[config.mk]
export PLATFORM = sky130hd
export DESIGN_NAME = image_copy_dma
export DESIGN_NICKNAME = d
export VERILOG_FILES = /design/src/rtl/image_copy_dma.sv
export SDC_FILE = /design/constraint.sdc
export NUM_CORES = 1
export LEC_CHECK = 0
export CAP_MARGIN = 20
export CORE_ASPECT_RATIO = 1.25
export CORE_MARGIN = 3
export CORE_UTILIZATION = 45
export CTS_CLUSTER_DIAMETER = 60
export CTS_CLUSTER_SIZE = 24
export DETAILED_ROUTE_END_ITERATION = 16
export GPL_TIMING_DRIVEN = 0
export HOLD_SLACK_MARGIN = 0.02
export PLACE_DENSITY = 0.8
export SETUP_SLACK_MARGIN = 0.02
export SLEW_MARGIN = 40
export SYNTH_ARGS = -nofsm -noshare
export SYNTH_HDL_FRONTEND = slang
export SYNTH_SLANG_ARGS = --single-unit
[constraint.sdc]
create_clock -name CLK -period 2.6 [get_ports CLK]
set_input_delay 0.39 -clock CLK [delete_from_list [all_inputs] [get_ports CLK]]
set_output_delay 0.39 -clock CLK [all_outputs]
set_load 0.1 [all_outputs]
[src/rtl/image_copy_dma.sv]
// image_copy_dma: word block copier that masters the data memory manager port while busy
module image_copy_dma #(
    parameter int LEN_W = 18
) (
    input  logic             CLK,
    input  logic             RST,
    input  logic             start_i,
    input  logic             abort_i,
    input  logic [31:0]      src_base_i,
    input  logic [31:0]      dst_base_i,
    input  logic [LEN_W-1:0] length_i,
    input  logic [31:0]      mem_data_i,
    output logic [31:0]      mem_address_o,
    output logic [31:0]      mem_data_o,
    output logic             mem_wren_o,
    output logic             busy_o,
    output logic             done_o,
    output logic             aborted_o,
    output logic [LEN_W-1:0] count_o
);
    typedef enum logic [1:0] {IDLE, READ, WRITE, DONE} state_t;
    state_t state;
    logic [31:0] src, dst, data;
    logic [LEN_W-1:0] len, idx;
    logic last;
    assign last = idx == len - LEN_W'(1);
    always_ff @(posedge CLK) begin
        if (RST) begin
            state <= IDLE;
            src <= '0;
            dst <= '0;
            data <= '0;
            len <= '0;
            idx <= '0;
            aborted_o <= 1'b0;
        end else begin
            case (state)
                IDLE: if (start_i) begin
                    src <= src_base_i;
                    dst <= dst_base_i;
                    len <= length_i;
                    idx <= '0;
                    aborted_o <= 1'b0;
                    state <= length_i == '0 ? DONE : READ;
                end
                READ: begin
                    data <= mem_data_i;
                    if (abort_i) aborted_o <= 1'b1;
                    state <= abort_i ? DONE : WRITE;
                end
                // the last word wins over a coincident abort, so a full copy never reports aborted
                WRITE: begin
                    idx <= idx + LEN_W'(1);
                    if (!last && abort_i) aborted_o <= 1'b1;
                    state <= (last || abort_i) ? DONE : READ;
                end
                DONE: state <= IDLE;
            endcase
        end
    end
    assign mem_address_o = state == READ ? src + 32'(idx) : state == WRITE ? dst + 32'(idx) : '0;
    assign mem_data_o = state == WRITE ? data : '0;
    assign mem_wren_o = state == WRITE;
    assign busy_o = state == READ || state == WRITE;
    assign done_o = state == DONE;
    assign count_o = idx;
endmodule

==> flow_metrics.tcl, run 1 <==
set metrics [dict create \
    fp.dieArea_um2 19900 \
    cts.htree.levels 4 \
    grt_overflow 0 \
    ys_ff_latch 135 \
    clk_path_buf_depth 2 \
    slew_viol_final 0 \
    power.internal_w 0.00484 \
    grt_pass1_vias 8908 \
    drt_iter0_drc 514 \
    synthArstFlopShare_pct 0 \
    pwr-share-clk_pct 34.8 \
    postRouteAntennaNets 0 \
    core_area_um2 17600 \
    critPathKind "register to primary output" \
    fmax_mhz 281 \
    cts_tree "done" \
    synthCells 1056 \
    grt_use_total_pct 28.9 \
    rsz0062_at_grt "yes" \
    antenna_found_initial 0 \
    crit_required_ps 2210 \
    clk-insertion-delay-late_ps 420 \
    status "finished with violations" \
    synth_top_area_share_pct 33.0 \
    tightest_slew_ps 812 \
    setup_viol 31 \
    min_path_type "register to register" \
    dp_hpwl_um 21500 \
    p_sw_w 0.00258 \
    gp_congestion 0.911 \
    seq_power_share_pct 33.4 \
    syn_nets 1218 \
    dieWidth_um 127 \
    n_antenna_cell 0 \
    fin_nets 1500 \
    ff2ff_path_depth 8 \
    critPathLaunch "count_o[0]" \
    post_dp_cell_area_um2 10700 \
    end_kind "primary output" \
    stdcell_count 1575 \
    vias 9196 \
    synth_edf_count 0 \
    max_stage_delay_ps 360 \
    min_period_over_period_pct 137 \
    p_comb_share_pct 31.7 \
    syn_avg_cell_area_um2 7.76 \
    syn_area_um2 8200 \
    viasPerCell 5.84 \
    ys_warn_count 0 \
    p_sw_share_pct 34.7 \
    portBuffers 203 \
    p_leak_nw 5.09 \
    synthTopCellsByArea "dfxtp_1 33%, nand2_1 9.2%, a21oi_1 7.4%" \
    r2r-end "state[1]" \
    drt_pass1_iterations 5 \
    cts_buffers 17 \
    avgRoutedWirePerCell_um 19.8 \
    ir_worst_vdd_mv 0.514 \
    fillers 1195 \
    layout_commonest_cell "nand2_1" \
    highest_layer "met4" \
    min_period_ps 3560 \
    fin_worst_skew_ps 7.84 \
    grt_pass1_wl_um 45700 \
    wl_met1_um 11700 \
    fin_util_pct 74.5 \
    clkSlewWorstSetupHoldPaths_ps 60 \
    power_density_nw_per_um2 565 \
    dp_cells 1483 \
    setup_ws_ps -961 \
    drive_gt1_share_pct 27.8 \
    path_cells "ha_4, fa_2, a211oi_4, o21bai_4, o211ai_1, buf_4, buf_4, nand2_4, a21o_1, a21oi_2, xnor2_1, a31o_4, buf_12" \
    rows 54 \
    r2r_slack_ps 60 \
    crit_path_start_kind "register" \
    crit_arrival_ps 3170 \
    grt_max_degree 17 \
    cts.sinks 135 \
    synth.distinct_cells 62 \
    synth_top_area_cell "dfxtp_1" \
    wl_um 31200 \
    cap_violations 0 \
    cp_max_fo 3 \
    r2r-start "len[2]" \
    yosysSeqAreaShare_pct 33.0 \
    crit_slowest_cell "dfxtp_4" \
    ioPinCount 204 \
    synthToLayoutAreaGrowth_pct 60.2 \
    cp-endpoint "mem_address_o[12]" \
    dieHeight_um 157 \
    hold_viol_final 0 \
    drc 0 \
    relSlewSlack_pct 45.9 \
    wl_met2_um 16000 \
    initial_core_util_pct 46.5 \
    violations "setup timing" \
    final_cell_mix "199 x nand2_1, 117 x clkdlybuf4s50_1, 108 x a21oi_1, 108 x dfxtp_1, 80 x buf_4" \
    dr_wl_met3_um 2000 \
    design_area_um2 13100 \
    synth_top_flop_cell "dfxtp_1" \
    critPathMostFrequentCell "buf_4" \
    cts_root_buffer "clkbuf_16" \
    cts_hold_buf 0 \
]
[worst max-delay path: cells and delay by family, from the launching register on]
kind	cells	cell delay (ps)
compound gates	6	1130
fa+ha+maj	2	530
buf+inv	3	480
flops	1	360
xor+xnor	1	160
simple gates	1	70
[sequential cells by signal (all words and copies together) (netlist names)]
| signal | cells |
|---|---|
| data | 32 |
| dst | 32 |
| len | 18 |
| count_o | 18 |
| src | 32 |
| state | 2 |
| aborted_o | 1 |
[through the flow]
stage / hold slack, ps / TNS, ps / total power, W / worst slack (ps)
after detailed placement: 456 / -17650 / 0.00449 / -785
after CTS: 466 / -18670 / 0.00730 / -802
after global routing: 494 / -24090 / 0.00771 / -1040
after floorplan: 436 / -15100 / 0.00391 / -1420
after global placement: 447 / -65450 / 0.00450 / -1860
final: 464 / -21570 / 0.00741 / -961
[cell type report]
cell class,instances,area [um^2],area share (%)
clock buffers,20,479,3.65
inverters,20,75.1,0.572
clock inverters,12,159,1.21
flip-flops and latches,135,2780,21.1
plain buffers,48,236,1.80
multi-input cells,851,6540,49.8
repair buffers,265,2580,19.7
well taps,224,280,2.13
[repair_timing]
item | in CTS | in global routing
buffers inserted | 42 | 23
hold endpoints to repair | 0 | 0
pin swaps | 59 | 70
gates resized for setup | 238 | 66
endpoints found under the setup margin | 66 | 68
[per-layer routing]
| layer | vias to the layer above | GRT usage (%) |
|---|---|---|
| met3 | 124 | 6.62 |
| met5 | - | 0 |
| met2 | 426 | 53.0 |
| met1 | 4372 | 31.7 |
| met4 | 0 | 13.1 |
| li1 | 4274 | - |
[power by group through the flow]
stage / registers (W) / clock network, W / logic (W)
final: 0.00248 / 0.00258 / 0.00235
after floorplan: 0.00245 / 0 / 0.00146
after global routing: 0.00250 / 0.00271 / 0.00250
after global placement: 0.00248 / 0 / 0.00202
after CTS: 0.00246 / 0.00260 / 0.00224
after detailed placement: 0.00249 / 0 / 0.00201
[worst min path at each step]
stage	from	end	cells past startpoint
floorplan	src[21]	src[21]	2
global placement	src[21]	src[21]	2
detailed placement	src[21]	src[21]	2
CTS	dst[15]	dst[15]	2
global route	src[17]	src[17]	2
finish	dst[15]	dst[15]	2
[kinds of logic after synthesis]
family | count (synthesis) | share of synthesized area, %
adders and majority gates | 44 | 6.90
muxes | 38 | 4.66
and+or+nand+nor | 432 | 24.7
AOI/OAI and AO/OA | 256 | 18.9
DFF | 135 | 33.0
buffers and inverters | 70 | 3.22
xor gates and xnor gates | 81 | 8.66
[synth_stat cells, drive strengths merged, types with 16 or more instances]
master    n
a21oi   122
ha       42
and2     36
a21o     20
dfxtp   135
mux2i    37
o22ai    19
xor2     33
nor2     79
nand2   201
xnor2    48
nand3    17
clkbuf   47
o21ai    29
inv      19
nor3     16
Power figures use the tool's default switching activity.
==> run 2, diff against run 1 <==
- CORE_MARGIN: 3 -> 10
==> run 2 against run 1 <==
  * The flow still finishes with violations (setup timing)
  * Clock power fell by 4%
  * First-iteration DRC count rose by 14%
  * Setup slack got worse by 54 ps
  * Maximum frequency fell by 1.5%
  * Cell area fell by 0.61%
  * Critical path depth fell by 2
  * Non-clock buffer count fell by 15
  * Worst hold slack improved by 3.1 ps
  * Sequential power barely moved
  * Sequential cell count did not move
  * Utilization fell by 2.1 points
  * Register-to-register slack got worse by 40 ps
  * Largest cell class unchanged
==> flow_metrics.tcl, run 2 (synthesis results as in run 1) <==
set metrics [dict create \
    grt_pass1_vias 8993 \
    ir_worst_vdd_mv 0.577 \
    critPathMostFrequentCell "o211ai_1" \
    min_path_type "register to register" \
    cts_tree "done" \
    slew_viol_final 0 \
    vias 8991 \
    initial_core_util_pct 45.5 \
    fin_worst_skew_ps 6.47 \
    rows 55 \
    violations "setup timing" \
    fillers 1251 \
    rsz0062_at_grt "yes" \
    postRouteAntennaNets 0 \
    cap_violations 0 \
    cp_max_fo 8 \
    grt_pass1_wl_um 47200 \
    setup_viol 28 \
    core_area_um2 18000 \
    cts.sinks 135 \
    setup_ws_ps -1020 \
    crit_slowest_cell "ha_2" \
    max_stage_delay_ps 450 \
    cts_buffers 17 \
    fin_util_pct 72.4 \
    wl_um 32100 \
    cts_hold_buf 0 \
    total_power_w 0.00727 \
    tightest_slew_ps 776 \
    drt_pass1_iterations 5 \
    status "finished with violations" \
    crit_required_ps 2210 \
    n_antenna_cell 0 \
    fmax_mhz 277 \
    grt_max_degree 17 \
    clkSlewWorstSetupHoldPaths_ps 60 \
    dieHeight_um 171 \
    antenna_found_initial 0 \
    final_cell_mix "199 x nand2_1, 117 x clkdlybuf4s50_1, 109 x dfxtp_1" \
    cts_root_buffer "clkbuf_16" \
    drc 0 \
    avgRoutedWirePerCell_um 20.5 \
    fp.dieArea_um2 24000 \
    gp_congestion 0.931 \
    p_leak_nw 5.04 \
    grt_overflow 0 \
    viasPerCell 5.75 \
    fin_nets 1486 \
    portBuffers 203 \
    clk_path_buf_depth 2 \
    top_regs "data: 32 flops, dst: 32 flops, src: 32 flops" \
    grt_use_total_pct 24.4 \
    dp_slack_ps -846 \
    tns_ps -20720 \
    hold_viol_final 0 \
    layout_commonest_cell "nand2_1" \
    path_cells "ha_2, o211ai_1, nand2_1, o211ai_1, buf_4, a211oi_4, nor2_2, nor3b_1, xnor2_1, o22ai_4, buf_12" \
    drt_iter0_drc 588 \
    min_period_over_period_pct 139 \
    synthToLayoutAreaGrowth_pct 59.2 \
    dp_hpwl_um 22600 \
    min_period_ps 3620 \
    crit_path_start_kind "register" \
    critPathKind "register to primary output" \
    power_density_nw_per_um2 557 \
    drive_gt1_share_pct 27.6 \
    relSlewSlack_pct 48.3 \
    end_kind "primary output" \
    ioPinCount 204 \
    cts.htree.levels 4 \
    dieWidth_um 141 \
    crit_arrival_ps 3230 \
    clk-insertion-delay-late_ps 430 \
]
-- run 2: cell count changes in the layout (fill, tap and decap cells not counted), sizes merged --
cell / delta
bufinv: -1
clkinvlp: +1
a31oi: +1
clkinv: -2
buf: -16
clkbuf: -1
inv: +4
-- run 2: final timing paths --
path | from | to | slack, ps | cells past startpoint
max reg2reg | len[9] | state[1] | 20 | 8
min reg2reg | src[21] | src[21] | 470 | 2
max | count_o[5] | mem_address_o[24] | -1020 | 11
min | src[21] | src[21] | 470 | 2
-- run 2: cell type report --
| cell class | instances | area, um^2 | share of cell area (%) |
|---|---|---|---|
| Buffer | 49 | 248 | 1.90 |
| Clock buffer | 18 | 439 | 3.36 |
| Clock inverter | 14 | 160 | 1.23 |
| Inverter | 20 | 80.1 | 0.614 |
| Multi-Input combinational cell | 852 | 6570 | 50.3 |
| Sequential cell | 135 | 2770 | 21.2 |
| Tap cell | 228 | 285 | 2.19 |
| Timing Repair Buffer | 249 | 2500 | 19.1 |
-- run 2: timing repair --
action,CTS,global route
gates cloned,1,0
buffers inserted,22,25
resized for setup,236,90
endpoints found under the hold margin,0,0
endpoints found under the setup margin,65,72
pin swaps,54,55
-- run 2: per-layer routing --
layer / global-route usage [%] / vias up / share of wire [%]
li1: - / 4250 / -
met1: 25.5 / 4228 / 37
met2: 42.2 / 412 / 49
met3: 7.65 / 101 / 8.7
met4: 14.7 / 0 / 5.1
met5: 0 / - / 0
-- run 2: critical path: cells and delay by family (launching register included) --
family	cells	cell delay, ps
buf+inv	2	390
xor+xnor	1	210
simple gates	3	550
flops	1	400
compound gates	4	810
fa+ha+maj	1	450
-- run 2: power by group --
part           internal, W  switching, W
clock network      0.00146       0.00101
logic             0.000928       0.00141
registers          0.00226      0.000202
-- run 2: through the flow --
stage	hold WS, ps	cell area (um^2)	cells
after global routing	494	13100	1565
after CTS	468	12500	1541
after detailed placement	452	10700	1487
final	467	13100	1565
after floorplan	436	8810	1056
after global placement	445	11100	1487
==> run 3, diff against run 2 <==
- MAX_ROUTING_LAYER: unset -> met4
==> run 3 against run 2 <==
  * The run still ends with setup timing left
  * Worst hold slack got worse by 4.1 ps
  * Highest routed layer unchanged
  * Sequential cell count did not move
  * Clock skew fell by 1.5 ps
  * Non-clock buffer count rose by 4
  * Cell area rose by 0.50%
  * Clock power fell by 4%
  * Wire length rose by 3.8%
  * Critical path type unchanged
  * Largest cell class unchanged
  * Sequential power barely moved
  * Critical path depth did not move
  * Via count rose by 2.9%
==> flow_metrics.tcl, run 3 (synthesis results as in run 1) <==
set metrics [dict create \
    design_area_um2 13100 \
    fp.dieArea_um2 24000 \
    grt_max_degree 17 \
    power_density_nw_per_um2 549 \
    cts.sinks 135 \
    cap_violations 0 \
    avgRoutedWirePerCell_um 21.2 \
    violations "setup timing" \
    path_cells "ha_1, nand2_1, o21ai_2, or3_4, a21oi_4, o31a_1, buf_6, nor4_4, xnor2_1, o211ai_1, buf_6" \
    portBuffers 203 \
    max_stage_delay_ps 390 \
    wl_um 33300 \
    grt_pass1_vias 9127 \
    crit_arrival_ps 3240 \
    min_path_type "register to register" \
    crit_slowest_cell "dfxtp_4" \
    status "finished with violations" \
    dr_wl_met3_um 3090 \
    wl_met1_um 12500 \
    highest_layer "met4" \
    gp_congestion 0.955 \
    synthToLayoutAreaGrowth_pct 60.0 \
    viasPerCell 5.89 \
    clkSlewWorstSetupHoldPaths_ps 60 \
    top_regs "data: 32 flops, dst: 32 flops, src: 32 flops" \
    end_kind "primary output" \
    postRouteAntennaNets 0 \
    slew_viol_final 0 \
    fin_worst_skew_ps 4.95 \
    hold_viol_final 0 \
    cts.htree.levels 4 \
    p_leak_nw 5.01 \
    critPathMostFrequentCell "buf_6" \
    dp_cells 1487 \
    min_period_over_period_pct 139 \
    cts_root_buffer "clkbuf_16" \
    drive_gt1_share_pct 28.4 \
    dp_hpwl_um 22400 \
    cts_tree "done" \
    vias 9248 \
    grt_pass1_wl_um 47500 \
    initial_core_util_pct 45.5 \
    rsz0062_at_grt "yes" \
    clk_path_buf_depth 2 \
    ir_worst_vdd_mv 0.525 \
    worst-path-buf-inv 2 \
    n_antenna_cell 0 \
    crit_path_start_kind "register" \
    drt_pass1_iterations 5 \
    ioPinCount 204 \
    setup_viol 31 \
    rows 55 \
    cts_buffers 17 \
    clk-insertion-delay-late_ps 430 \
    layout_commonest_cell "nand2_1" \
    fin_nets 1490 \
    tightest_slew_ps 825 \
    antenna_found_initial 0 \
    grt_overflow 0 \
    post_dp_cell_area_um2 10700 \
    setup_ws_ps -1030 \
    dieHeight_um 171 \
    crit_required_ps 2210 \
    min_period_ps 3630 \
    wl_met2_um 15800 \
    core_area_um2 18000 \
    grt_use_total_pct 25.3 \
    stdcell_count 1569 \
    drc 0 \
    dieWidth_um 141 \
    relSlewSlack_pct 45.0 \
    crit_family "compound AO/OA/AOI/OAI gates" \
    r2r_slack_ps -30 \
    cts_hold_buf 0 \
    cp_max_fo 5 \
    fmax_mhz 276 \
    drt_iter0_drc 679 \
    fin_util_pct 72.7 \
    critPathKind "register to primary output" \
    final_cell_mix "199 x nand2_1, 117 x clkdlybuf4s50_1, 108 x dfxtp_1" \
]
[run 3: worst reg2reg max path, delay by kind of cell (launching register included)]
family / cells / cell delay, ps
compound gates: 6 / 1480
simple gates: 2 / 710
flops: 1 / 360
[run 3: repair_timing]
item                                    in CTS  in global routing
resized for setup                          242                 87
endpoints found under the hold margin        0                  0
buffers inserted                            32                 19
pin swaps                                   53                 55
endpoints found under the setup margin      66                 66
cloned                                       0                  1
[run 3: path summary, 6_finish.rpt]
check | from | endpoint | cells after the start
min | dst[13] | dst[13] | 2
max reg2reg | len[9] | state[1] | 8
max | count_o[11] | mem_address_o[27] | 11
min reg2reg | dst[13] | dst[13] | 2
[run 3: cell type report]
class,count,area [um^2]
Multi-Input combinational cell,852,6650
Fill cell,1257,4910
Sequential cell,135,2780
Timing Repair Buffer,254,2520
Clock buffer,18,439
Tap cell,228,285
Buffer,48,234
Clock inverter,14,135
Inverter,20,77.6
[run 3: metrics by stage]
step / power, W / TNS, ps / worst slack [ps] / hold WS [ps]
final: 0.00720 / -20950 / -1030 / 463
after CTS: 0.00704 / -18080 / -864 / 463
after global routing: 0.00746 / -23220 / -1120 / 489
after floorplan: 0.00391 / -15100 / -1420 / 436
after detailed placement: 0.00448 / -18240 / -874 / 455
after global placement: 0.00449 / -64110 / -1850 / 446
[run 3: per-layer routing]
metal | global-route usage (%) | up-vias
li1 | - | 4263
met1 | 27.3 | 4321
met2 | 41.5 | 516
met3 | 6.66 | 148
met4 | 14.4 | 0
met5 | - | -
[run 3: power breakdown]
part	leakage, nW	internal (W)	switching (W)
sequential	1.12	0.00226	0.000201
combinational	3.61	0.000923	0.00144
clock	0.276	0.00136	0.00102
==> variant 1 (settings of run 3) <==
`LEN_W`: 18 -> 16.
--- a/src/rtl/image_copy_dma.sv
+++ b/src/rtl/image_copy_dma.sv
@@ -1,6 +1,6 @@
 // image_copy_dma: word block copier that masters the data memory manager port while busy
 module image_copy_dma #(
-    parameter int LEN_W = 18
+    parameter int LEN_W = 16
 ) (
     input  logic             CLK,
     input  logic             RST,
Interface: changed (resized count_o and length_i); port bits go from 204 to 200. The function was not compared with the original's and may differ.
==> variant 1 against run 3 <==
  * The flow still finishes with violations (negative setup slack)
  * Sequential cell count decreased by 4
  * Setup slack improved by 50 ps
  * Via count increased by 1.4%
  * Largest cell class unchanged
  * Power increased by 37%
  * Final area increased by 0.99%
  * Highest routed layer unchanged
  * Routed wire length increased by 1.8%
  * Synthesized area decreased by 0.67%
  * Critical path depth increased by 1
==> variant 1: results (changes against run 3) <==
total placed cells including tap cells 1481 (-0.40%); Min-Delay Endpoint src[12]$_SDFFE_PP0P_; Total Wirelength 33900 um (+1.8%); Post-CTS Setup Bufs 48 (+50%); hold path start src[12]$_SDFFE_PP0P_; Signal buf overhead 21.6% (+0.59 points); Seq/Total Area, Yosys 32.2% (-0.76 points); Initial DRC Count 866 (+28%); global-route wire length before repair 50100 um (+5.3%); setup TNS -20590 ps (+367 ps); Final Setup Violations 30 (-3.2%); run status finished, violations left; Clock-cell share 4.51% (+0.14 points); syn_area_per_cell 7.70 sq um (-0.86%); violated checks negative setup slack; Port-buffer cells 199 (-2.0%); Setup WS post-layout -975 ps (+50.4 ps); #FFs+latches synth 131 (-3.0%); crit path to mem_address_o[28]; R2R setup slack 110 ps (+140 ps); gr usage total 26.6% (+1.3 points); Internal Power 5.55 mW (+22%); Flop+latch power 2.83 mW (+15%); Sw Share 43.7% (+6.8 points); leakage power total 4.96 nW (-0.97%); CP startpoint count_o[0]$_SDFFE_PP0P_; final core utilization 75.1% (+2.4 points); worst r2r src len[2]$_SDFFE_PP0P_; hold_ws 465 ps (+2.30 ps); multi-input logic area 0.00675 sq mm (+1.5%)
==> variant 1: cell count changes after synthesis, sizes merged, moves of 6 or more <==
| cell | before | now |
|---|---|---|
| nand3 | 17 | 28 |
| xnor2 | 48 | 37 |
| a21o | 20 | 10 |
| and3 | 9 | 16 |
| a2111oi | 1 | 7 |
| a21boi | 2 | 8 |
| nand2 | 201 | 207 |
==> variant 1: layer usage <==
layer  GRT usage, %  vias to the layer above  part of all wire (%)
met1           27.9                     4396                    37
met5              -                        -                     0
met4           13.9                        0                   6.1
met2           46.2                      515                    50
li1               -                     4292                     -
met3           5.37                      177                   7.2
==> variant 1: kinds of logic after synthesis <==
group	Yosys count	share of synthesized area [%]
and+or+nand+nor	437	24.8
adders and majority gates	40	6.33
AOI/OAI and AO/OA	262	20.3
muxes	42	5.19
buffers and inverters	75	3.55
DFF	131	32.2
xor gates and xnor gates	71	7.64
==> variant 1: tightest hold or removal path: cells and delay by family, from the launching register on <==
kind	cells	cell delay, ps
compound gates	1	50
flops	1	310
simple gates	1	50
==> variant 2 (flow settings as in run 3) <==
Made on the original files. Make the reset (`RST`) asynchronous in one clocked block.
--- a/src/rtl/image_copy_dma.sv
+++ b/src/rtl/image_copy_dma.sv
@@ -24,7 +24,7 @@
     logic [LEN_W-1:0] len, idx;
     logic last;
     assign last = idx == len - LEN_W'(1);
-    always_ff @(posedge CLK) begin
+    always_ff @(posedge CLK or posedge RST) begin
         if (RST) begin
             state <= IDLE;
             src <= '0;
Check against the original RTL: differs if RST is asserted again (counterexample within 4 cycles, from zero or initial values and one cycle with RST high); with RST held inactive, the same outputs for 10 cycles.
==> variant 2 against run 3 <==
  * The run still ends with negative setup slack left
  * Global-route usage shrank 2.4 points
  * Non-clock buffer count decreased by 10
  * Final area grew 4.8%
  * Synthesized cell count fell by 20%
  * Routed wire length decreased by 9.5%
  * Sequential cell count unchanged
  * Setup slack worse by 99 ps
  * Synthesized area up 5.3%
  * Clock skew is 3.7 ps higher
Power is not compared: it rests on default switching activity, and its combinational part moved more than twofold at a synthesized area within 25%.
==> variant 2: results (changes against run 3) <==
Hold WC Path Type input pin to asynchronous set/reset pin; R2R cell count 10 (+2); CP startpoint count_o[0]$_DFFE_PP0P_; layout cells sized above 1 43.7% (+15 points); DP Area 0.0116 sq mm (+8.0%); Seq/Total Area, Yosys 39.1% (+6.2 points); CP max-delay cell dfrtp_2; crit path to mem_address_o[18]; DR vias 8008 (-13%); ranking of synthesized cells by area dfrtp_1 39%, mux2_2 15%, ha_1 6.1%; Synth Net Count 1005 (-17%); R2R Path End aborted_o$_DFFE_PP0P_; synth cell count leaders 135 x dfrtp_1, 114 x mux2_2, 47 x xor2_1; Clock Skew 8.63 ps (+3.68 ps); run status finished, violations left; largest net degree at the start of global routing 26 (+9); Final Setup Violations 32 (+3.2%); Setup WS post-layout -1120 ps (-99.0 ps); count of cell types in the netlist 61 (-1.6%); gr usage total 22.9% (-2.4 points); DPL Wire Length 20800 um (-7.1%); vias in the first global route 8303 (-9.0%); top_reg_cell synth dfrtp_1; pre-CTS setup slack -1020 ps (-150 ps); Final Net Count 1283 (-14%); DRT Pass-1 Iters 8 (+3); critical path's largest stage delay 450 ps (+60 ps); Worst Tran Pin Value 786 ps (-39.6 ps); GPL Wtd Cong 0.947 (-0.89%); R2R setup slack -300 ps (-270 ps); violated checks negative setup slack; worst r2r src len[1]$_DFFE_PP0P_; fillcell total 1166 (-7.2%); CP max FO 7 (+2)
==> variant 2: cell count changes in the layout (fill, tap and decap cells not counted), sizes merged, moves of 12 or more <==
cell           run 3  this run
nand2            201        45
dfrtp              0       135
dfxtp            135         0
mux2               1       115
a21oi            122        38
nor2              79        41
mux2i             37         2
nand3             17        43
xor2              33        47
o211ai            15         3
==> variant 2: area by class of cell <==
class / count / area (sq um) / area share, %
clock inverters: 12 / 164 / 1.19
well taps: 232 / 290 / 2.11
repair buffers: 262 / 2750 / 20.0
multi-input cells: 656 / 6410 / 46.6
inverters: 19 / 78.8 / 0.573
clock buffers: 20 / 457 / 3.32
flip-flops and latches: 135 / 3400 / 24.8
plain buffers: 30 / 195 / 1.42
==> variant 2: power by group through the flow <==
stage / combinational (mW) / clock (mW) / sequential (mW)
2_1_floorplan: 8.34 / 0 / 3.92
3_3_place_gp: 10.4 / 0 / 3.97
3_5_place_dp: 10.1 / 0 / 4.02
4_1_cts: 11.8 / 2.61 / 3.99
5_1_grt: 12.9 / 2.69 / 4.19
6_report: 12.4 / 2.59 / 4.07
==> variant 2: per-stage QoR <==
step	hold slack, ps	instances	setup TNS, ps	total power, mW
3_5_place_dp	487	1285	-22960	14.2
6_report	370	1366	-24350	19.0
3_3_place_gp	480	1278	-158910	14.4
5_1_grt	392	1366	-26620	19.8
4_1_cts	368	1348	-23360	18.4
2_1_floorplan	472	843	-17120	12.3
==> variant 2: what timing repair did <==
action	in CTS	in global routing
endpoints found under the hold margin	0	0
cloned	0	0
pin swaps	44	51
resized for setup	214	68
setup buffers	33	20
endpoints found under the setup margin	114	63
==> variant 2: metal layers <==
| layer | GRT usage, % | up-vias | routed length (um) |
|---|---|---|---|
| li1 | - | 3635 | - |
| met3 | 4.64 | 76 | 1810 |
| met1 | 25.8 | 3965 | 11800 |
| met5 | - | - | 0 |
| met2 | 40.0 | 332 | 15400 |
| met4 | 6.35 | 0 | 1080 |
==> variant 2: how the worst min path moves through the flow <==
stage | startpoint | to | cells after the start
after floorplan | data[10]$_DFFE_PP0P_ | data[10]$_DFFE_PP0P_ | 1
after global placement | data[26]$_DFFE_PP0P_ | data[26]$_DFFE_PP0P_ | 1
after detailed placement | data[0]$_DFFE_PP0P_ | data[0]$_DFFE_PP0P_ | 1
after CTS | RST | data[31]$_DFFE_PP0P_ | 2
after global routing | RST | data[23]$_DFFE_PP0P_ | 2
final | RST | data[24]$_DFFE_PP0P_ | 2
==> variant 2: kinds of logic (layout without fill, tap and decap cells) <==
group | Yosys count | count (layout) | share of synthesized area [%]
flops | 135 | 135 | 39.1
simple gates | 246 | 246 | 15.0
buf+inv | 52 | 343 | 2.78
fa+ha+maj | 44 | 44 | 6.55
xor+xnor | 87 | 87 | 8.83
mux | 117 | 117 | 15.2
compound gates | 162 | 162 | 12.5
